==> src/rtl/instr_fetch_unit.sv <==
// Instruction fetch/decode stage: program memory and label table, PC-driven fetch,
// decode into format/registers/immediate/jump target, and a small output FIFO.
module instr_fetch_unit #(
   parameter int PC_W   = 16,
   parameter int MEM_AW = 6,
   parameter int LBL_AW = 4,
   parameter int QDEPTH = 2,
   parameter logic [PC_W-1:0] RESET_PC = '0
) (
   input  logic              clk,
   input  logic              rst_n,
   input  logic              run,
   input  logic              prog_we,
   input  logic [MEM_AW-1:0] prog_addr,
   input  logic [7:0]        prog_data,
   input  logic              lbl_we,
   input  logic [LBL_AW-1:0] lbl_addr,
   input  logic [PC_W-1:0]   lbl_data,
   input  logic              redirect_valid,
   input  logic [PC_W-1:0]   redirect_pc,
   output logic              out_valid,
   input  logic              out_ready,
   output logic [PC_W-1:0]   out_pc,
   output logic [1:0]        format,
   output logic [3:0]        opcode,
   output logic [2:0]        reg1_i,
   output logic [2:0]        reg2_i,
   output logic [2:0]        reg_o,
   output logic [2:0]        imm,
   output logic              imm_flag,
   output logic [PC_W-1:0]   jmp_loc,
   output logic              halted,
   output logic              oob
);

   localparam logic [1:0] FMT_C = 2'b00;
   localparam logic [1:0] FMT_I = 2'b01;
   localparam logic [1:0] FMT_M = 2'b10;
   localparam logic [1:0] FMT_X = 2'b11;

   localparam int CNT_W = $clog2(QDEPTH + 1);
   localparam int PTR_W = (QDEPTH > 1) ? $clog2(QDEPTH) : 1;

   typedef struct packed {
      logic [PC_W-1:0] pc;
      logic [1:0]      fmt;
      logic [3:0]      opc;
      logic [2:0]      r1;
      logic [2:0]      r2;
      logic [2:0]      ro;
      logic [2:0]      imm;
      logic            immf;
      logic [PC_W-1:0] jmp;
   } entry_t;

   logic [7:0]        prog_mem [2**MEM_AW];
   logic [PC_W-1:0]   lbl_mem  [2**LBL_AW];
   entry_t            fifo_mem [QDEPTH];

   logic [PC_W-1:0]   pc_reg;
   logic              halted_reg;
   logic              oob_reg;
   logic [CNT_W-1:0]  count_reg, count_next;
   logic [PTR_W-1:0]  wr_ptr_reg, rd_ptr_reg;

   logic [7:0]        instr;
   logic [LBL_AW-1:0] lbl_idx;
   entry_t            dec;
   entry_t            head;
   logic              pc_oob;
   logic              pop, fetch_go, push;

   always_ff @(posedge clk) begin
      if (prog_we)
         prog_mem[prog_addr] <= prog_data;
      if (lbl_we)
         lbl_mem[lbl_addr] <= lbl_data;
   end

   // Fetch is out of range whenever any PC bit above the memory address field is set.
   generate
      if (PC_W > MEM_AW) begin : g_oob_chk
         assign pc_oob = |pc_reg[PC_W-1:MEM_AW];
      end else begin : g_no_oob_chk
         assign pc_oob = 1'b0;
      end
   endgenerate

   assign instr = prog_mem[pc_reg[MEM_AW-1:0]];

   always_comb begin
      dec      = '0;
      lbl_idx  = '0;
      dec.pc   = pc_reg;
      dec.opc  = instr[7:4];
      dec.imm  = instr[3:1];
      dec.immf = instr[0];
      case (instr[7:4])
         4'h2, 4'h4: dec.fmt = FMT_C;
         4'h9, 4'hD: dec.fmt = FMT_I;
         4'hE, 4'hF: dec.fmt = FMT_X;
         default:    dec.fmt = FMT_M;
      endcase
      case (dec.fmt)
         FMT_C: begin
            dec.ro  = instr[0] ? 3'd3 : 3'd2;
            lbl_idx = LBL_AW'(instr[3:0]);
            dec.jmp = lbl_mem[lbl_idx];
         end
         FMT_I: begin
            dec.r1 = instr[3:1];
            dec.r2 = instr[3:1] + 3'd1;
            dec.ro = instr[3:1];
         end
         FMT_M: begin
            if (instr[7:4] == 4'h5) begin
               dec.r1 = {1'b1, instr[1:0]};
               dec.ro = {1'b0, instr[3:2]};
            end else begin
               dec.r1 = {1'b0, instr[3:2]};
               dec.r2 = {1'b0, instr[3:2]} + 3'd1;
               dec.ro = {1'b1, instr[1:0]};
            end
            lbl_idx = LBL_AW'({2'b11, instr[1:0]});
            dec.jmp = lbl_mem[lbl_idx];
         end
         default: ;
      endcase
   end

   assign out_valid = (count_reg != '0);
   assign pop       = out_valid & out_ready;
   assign fetch_go  = run & ~halted_reg & ~oob_reg & ~redirect_valid &
                      ((count_reg < CNT_W'(QDEPTH)) | pop);
   assign push      = fetch_go & ~pc_oob;

   always_comb begin
      count_next = count_reg;
      if (push && !pop)
         count_next = count_reg + 1'b1;
      else if (!push && pop)
         count_next = count_reg - 1'b1;
   end

   generate
      for (genvar gi = 0; gi < QDEPTH; gi++) begin : g_slot
         always_ff @(posedge clk) begin
            if (push && wr_ptr_reg == PTR_W'(gi))
               fifo_mem[gi] <= dec;
         end
      end
   endgenerate

   always_ff @(posedge clk or negedge rst_n) begin
      if (!rst_n) begin
         pc_reg     <= RESET_PC;
         halted_reg <= 1'b0;
         oob_reg    <= 1'b0;
         count_reg  <= '0;
         wr_ptr_reg <= '0;
         rd_ptr_reg <= '0;
      end else if (redirect_valid) begin
         pc_reg     <= redirect_pc;
         halted_reg <= 1'b0;
         oob_reg    <= 1'b0;
         count_reg  <= '0;
         wr_ptr_reg <= '0;
         rd_ptr_reg <= '0;
      end else begin
         count_reg <= count_next;
         if (fetch_go && pc_oob)
            oob_reg <= 1'b1;
         if (push) begin
            pc_reg     <= pc_reg + 1'b1;
            wr_ptr_reg <= (wr_ptr_reg == PTR_W'(QDEPTH - 1)) ? '0 : wr_ptr_reg + 1'b1;
            if (instr[7:4] == 4'hE)
               halted_reg <= 1'b1;
         end
         if (pop)
            rd_ptr_reg <= (rd_ptr_reg == PTR_W'(QDEPTH - 1)) ? '0 : rd_ptr_reg + 1'b1;
      end
   end

   // Empty FIFO presents all-zero decode fields rather than stale slot contents.
   assign head     = out_valid ? fifo_mem[rd_ptr_reg] : '0;
   assign out_pc   = head.pc;
   assign format   = head.fmt;
   assign opcode   = head.opc;
   assign reg1_i   = head.r1;
   assign reg2_i   = head.r2;
   assign reg_o    = head.ro;
   assign imm      = head.imm;
   assign imm_flag = head.immf;
   assign jmp_loc  = head.jmp;
   assign halted   = halted_reg;
   assign oob      = oob_reg;

endmodule

==> config.mk <==
export PLATFORM = sky130hd
export DESIGN_NAME = instr_fetch_unit
export DESIGN_NICKNAME = d
export VERILOG_FILES = /design/src/rtl/instr_fetch_unit.sv
export SDC_FILE = /design/constraint.sdc
export NUM_CORES = 1
export LEC_CHECK = 0
export ABC_AREA = 0
export CAP_MARGIN = 20
export CORE_MARGIN = 5
export CORE_UTILIZATION = 35
export DETAILED_ROUTE_END_ITERATION = 7
export SKIP_CTS_REPAIR_TIMING = 1
export SLEW_MARGIN = 20
export SYNTH_ARGS = -nofsm -noshare
export SYNTH_HDL_FRONTEND = slang
export SYNTH_SLANG_ARGS = --single-unit
export TNS_END_PERCENT = 100
==> constraint.sdc <==
create_clock -name clk -period 5.2 [get_ports clk]
set_clock_uncertainty 0.05 [all_clocks]
set_input_delay 0.78 -clock clk [delete_from_list [all_inputs] [get_ports clk]]
set_output_delay 0.78 -clock clk [all_outputs]
set_load 0.005 [all_outputs]
# Word-level counts from Yosys, hierarchy flattened

Memories as Yosys holds them, arrays and structs flattened.
Index checks and enable logic that the tools add are counted.

Flip-flop bits (word level): 22
RAM bits: 870
Bits of input ports: 57
Output and inout bits: 54
Logic and storage cells: 94
Memories kept: 3

Memory list:

| name     | words | bits a word | rd ports | clocked after Yosys merged registers in | write ports | RTL line | source |
|---|---|---|---|---|---|---|---|
| prog_mem | 64    | 8           | 1        | 0                                       | 1           | 56       | `logic [7:0] prog_mem [2**MEM_AW];` |
| lbl_mem  | 16    | 16          | 2        | 0                                       | 1           | 57       | `logic [PC_W-1:0] lbl_mem [2**LBL_AW];` |
| fifo_mem | 2     | 51          | 1        | 0                                       | 1           | 58       | `entry_t fifo_mem [QDEPTH];` |

$add $sub $neg: 7
Order comparisons: 1
Equality and inequality tests: 9
Muxes and demuxes: 36
Bitwise logic cells: 12
Reductions and logical operators: 20

Operator list:

| operator              | count |
|---|---|
| $mux 51               | 2 |
| $reduce_or 51->1      | 1 |
| $mux 16               | 2 |
| $pmux 16 s2           | 1 |
| $mux 1                | 22 |
| $add 16x1->16 const B | 1 |
| $eq 4x4->1 const B    | 4 |
| $pmux 6 s2            | 1 |
| $reduce_bool 2->1     | 5 |
| $reduce_or 10->1      | 1 |
| $mux 3                | 3 |
| $pmux 3 s3            | 1 |
| $eq 4x3->1 const B    | 2 |
| $and 1x1->1           | 6 |
| $mux 2                | 3 |
| $pmux 2 s3            | 1 |
| $reduce_or 2->1       | 3 |
| $logic_and 1x1->1     | 5 |
| $not 1->1             | 5 |
| $eq 4x2->1 const B    | 1 |
| $add 2x1->3 const B   | 1 |
| $add 3x1->3 const B   | 1 |
| $reduce_bool 3->1     | 1 |
| $add 1x1->1 const B   | 2 |
| 9 further kinds       | 10 |

# Logic depth before layout (Yosys ltp)

Depth in word-level cells: 11
Mapped depth: 18
Depth with buffers taken out: 10

# Least setup slack after synthesis

Ideal clock, no wire load.

Kind: input-to-reg
From: input redirect_valid
To: memory fifo_mem[0][0] in the netlist's numbering, enable pin
Setup time: 0.460 ns
Data arrival time: 3.936 ns
Data required time: 4.690 ns
Slack: 0.754 ns
Cell stages on the path: 7
Buffers on the path: 3
Path through: clkbuf_1 -> nor2_1 -> o2111ai_1 -> nand2b_1 -> clkbuf_1 -> buf_1 -> nor2_1

Cells in the longest elaborated chain, start to end: 9
Elaborated cells on any way between the ends: 13
Those cells by class: mux: 6; bitwise: 4; reduce/logical: 3

RTL lines:

| element                           | RTL line | source |
|---|---|---|
| start, declared                   | 19       | `input logic redirect_valid,` |
| $not 1->1 (*)                     | 133      | `assign fetch_go = run & ~halted_reg & ~oob_reg & ~redirect_valid &` |
| $and 1x1->1 (*) (2 in a row)      | 133      |  |
| $and 1x1->1 (*)                   | 135      | `assign push = fetch_go & ~pc_oob;` |
| $logic_and 1x1->1                 | 148      | `if (push && wr_ptr_reg == PTR_W'(gi))` |
| $mux 1                            | 148      |  |
| $mux 1 (not written as such)      | 149      | `fifo_mem[gi] <= dec;` |
| $reduce_or 51->1 (no source line) | n/a      |  |
| $mux 1 (no source line)           | n/a      |  |
| end, declared                     | 58       |  |

Mark *: on every way between the ends. The rest lies on a longest branch, timed or not.

==> flow_metrics.py <==
metrics = {
    "status": {
        "status": "completed",
    },
    "worst_setup_path": {
        "rr_endpoint": "fifo_mem[1][14]",
        "startpoint": "pc_reg[0]",
        "r2r_slack_ns": 0.41,
        "rr_worst_depth": 11,
        "critPathMaxFanout": 42,
        "start_kind": "flip-flop",
        "cp.arrival_ns": 5.12,
        "required_ns": 5.52,
        "r2r-start": "pc_reg[0]",
        "crit_path_end_kind": "flip-flop",
        "cp-endpoint": "fifo_mem[1][14]",
        "path_class": "reg -> reg",
    },
    "cts": {
        "numCtsBuffers": 88,
        "cts_sinks": 892,
        "cts_tree": "yes",
        "root_buffer": "clkbuf_16",
        "cts.path.max_buffers": 3,
        "htree_levels": 3,
        "clk_latency_ns": 0.66,
        "path_clk_slew_ns": 0.06,
    },
    "synthesis": {
        "syn_inst": 1872,
        "yosysWarningCount": 0,
        "syn_avg_cell_area_sq_um": 18.86,
        "ys_ff_latch": 892,
        "syn_area_sq_um": 35310,
        "synth-seq-area-share_pct": 75.54,
        "synth_nets": 1932,
        "synth_ff_type": "edfxtp_1",
        "async_flop_share_pct": 2.466,
        "synth-edff-count": 870,
        "netlist-cell-type-count": 71,
    },
    "cells_and_area": {
        "antennaDiodeCount": 0,
        "max_flop_register": "prog_mem",
        "drive_gt1_share_pct": 20.26,
        "fin_nets": 2113,
        "top_regs": "prog_mem x512, lbl_mem x256, fifo_mem x102",
        "fillCellCount": 8819,
        "largest_register_ffs": 512,
        "syn_to_final_growth_pct": 16.55,
    },
    "die": {
        "io-pin-count": 111,
        "die_w_um": 327.6,
        "rows": 116,
        "fp.dieH_um": 327.6,
        "die_area_sq_um": 107300,
        "start_util_pct": 35.26,
        "fp.coreArea_sq_um": 100100,
    },
    "power_and_ir_drop": {
        "peakVddDrop_mv": 0.2508,
        "power_density_nw_per_um2": 392.5,
        "power.leakage_nw": 13.12,
    },
    "timing": {
        "setup_viol": 0,
        "tns_ns": 0,
        "period_needed_ns": 4.794,
        "worstMarginPinSlew_ns": 1.023,
        "fmaxAchievable_mhz": 208.6,
        "rsz0062_at_grt": "false",
        "period_share_pct": 92.19,
        "hold_viol": 0,
        "slew_violations": 0,
        "whs_ns": 0.4442,
        "slew_headroom_pct": 31.55,
    },
    "grt": {
        "antenna_found_initial": 2,
        "grt_max_degree": 65,
        "overflow": 0,
        "grt_pass1_wl_um": 126900,
        "grt_pass1_vias": 18516,
        "grtUsageTotal_pct": 15.82,
    },
    "detailed_routing": {
        "viasPerCell": 5.291,
        "detail-route-antenna-nets": 0,
        "avgRoutedWirePerCell_um": 25.22,
        "first_pass_iters": 5,
        "vias": 18123,
        "totalWireLength_um": 86390,
        "drcViolationCount": 0,
        "drt-initial-drc-count": 1867,
    },
    "placement": {
        "place_congestion": 0.8157,
        "hpwl_um": 53900,
        "io_buffers": 110,
    },
    "worst_hold_path": {
        "hold_class": "reg -> reg",
    },
    "flow_run": {
        "drv_cap": 0,
    },
}
-- per-stage QoR --
| stage | cell area, sq um | worst slack [ns] | util (%) | total power, mW | cells |
|---|---|---|---|---|---|
| finish | 41160 | 0.4063 | 41.10 | 16.16 | 3425 |
| global route | 41160 | 0.1165 | 41.10 | 16.69 | 3425 |
| CTS | 41130 | 0.3840 | 41.07 | 16.27 | 3424 |
| detailed placement | 38190 | 0.3911 | 38.13 | 9.934 | 3260 |
| global placement | 38180 | 0.5298 | 38.13 | 9.904 | 3260 |
| floorplan | 35310 | 0.7539 | - | 9.315 | 1872 |
-- cells by family (layout without fill, tap and decap cells) --
logic type | count (synthesis) | after routing | synth area share (%)
buffers and inverters | 109 | 364 | 1.704
xor gates and xnor gates | 7 | 7 | 0.1949
adders and majority gates | 3 | 3 | 0.1063
muxes | 356 | 356 | 14.77
and+or+nand+nor | 355 | 355 | 4.595
DFF | 892 | 892 | 75.54
AOI/OAI and AO/OA | 150 | 150 | 3.093
-- routing by layer --
layer	global-route usage, %	vias to the layer above	routed length [um]
met5	0	-	34
li1	-	7880	-
met2	25.29	688	40780
met4	4.082	4	1648
met3	2.969	116	6458
met1	22.54	9435	37460
-- layout by cell type, fill, tap and decap left out, drive strengths merged, types with 6 or more instances in the layout --
master / Yosys / layout
a21oi: 25 / 25
a221oi: 7 / 7
a22oi: 40 / 40
buf: 63 / 86
bufinv: 0 / 7
clkbuf: 34 / 107
clkdlybuf4s50: 0 / 102
clkinv: 1 / 44
dfrtp: 22 / 22
edfxtp: 870 / 870
inv: 11 / 14
mux2: 37 / 37
mux2i: 191 / 191
mux4: 128 / 128
nand2: 67 / 67
nand2b: 8 / 8
nand3: 49 / 49
nand3b: 8 / 8
nand4: 6 / 6
nor2: 175 / 175
nor2b: 10 / 10
nor3: 8 / 8
o211ai: 19 / 19
o21ai: 17 / 17
o22ai: 8 / 8
-- Yosys cell counts (5+ instances only) --
cell type / n / area, sq um
and2_1: 5 / 31.28
a221oi_1: 7 / 61.31
mux4_2: 128 / 2883
mux2i_1: 190 / 1902
nand3b_1: 8 / 60.06
nand2b_1: 8 / 50.05
nand4_1: 6 / 37.54
nor2b_1: 10 / 62.56
o21ai_0: 12 / 60.06
or3b_2: 5 / 43.79
nor2_1: 172 / 645.6
buf_6: 7 / 78.83
nand2_1: 66 / 247.7
dfrtp_1: 22 / 550.5
buf_2: 20 / 100.1
mux2_2: 37 / 416.7
nand3_1: 48 / 240.2
clkbuf_1: 33 / 123.9
o22ai_1: 8 / 50.05
buf_1: 7 / 26.28
o211ai_1: 19 / 142.6
nor3_1: 6 / 30.03
edfxtp_1: 870 / 26130
o21ai_1: 5 / 25.02
inv_1: 8 / 30.03
a21oi_1: 24 / 120.1
a22oi_1: 40 / 300.3
buf_4: 29 / 217.7
-- critical path, stage by stage (launching register included) --
cell,delay [ns]
dfrtp_4,0.85
buf_4,0.38
mux4_2,0.54
mux2_2,0.29
a211oi_1,0.46
o21ai_1,0.16
nand2_2,0.25
inv_4,0.30
nor2_2,0.70
a22oi_1,0.25
nand3_1,0.14
o211ai_1,0.11
-- worst min path at each step --
stage / endpoint / startpoint / depth (start not counted) / slack [ns]
global placement: fifo_mem[0][43] / pc_reg[8] / 0 / 0.42
floorplan: fifo_mem[0][37] / pc_reg[2] / 0 / 0.39
CTS: pc_reg[10] / rst_n / 2 / 0.42
global route: pc_reg[10] / rst_n / 2 / 0.45
finish: fifo_mem[0][47] / pc_reg[12] / 0 / 0.44
detailed placement: fifo_mem[1][43] / pc_reg[8] / 0 / 0.43
-- power by group --
part / internal (mW) / total (mW) / switching, mW
sequential: 8.04 / 8.11 / 0.0692
clock: 3.62 / 6.37 / 2.75
combinational: 0.666 / 1.68 / 1.01
-- cell type report --
type | instances | area, sq um | share of cell area [%]
Multi-Input combinational cell | 871 | 8099 | 19.68
Inverter | 12 | 47.55 | 0.1155
Tap cell | 1298 | 1624 | 3.946
Clock buffer | 107 | 2356 | 5.724
Sequential cell | 892 | 26690 | 64.84
Timing Repair Buffer | 188 | 1762 | 4.280
Clock inverter | 57 | 584.3 | 1.420
No activity file was read; power rests on OpenSTA's default activity.
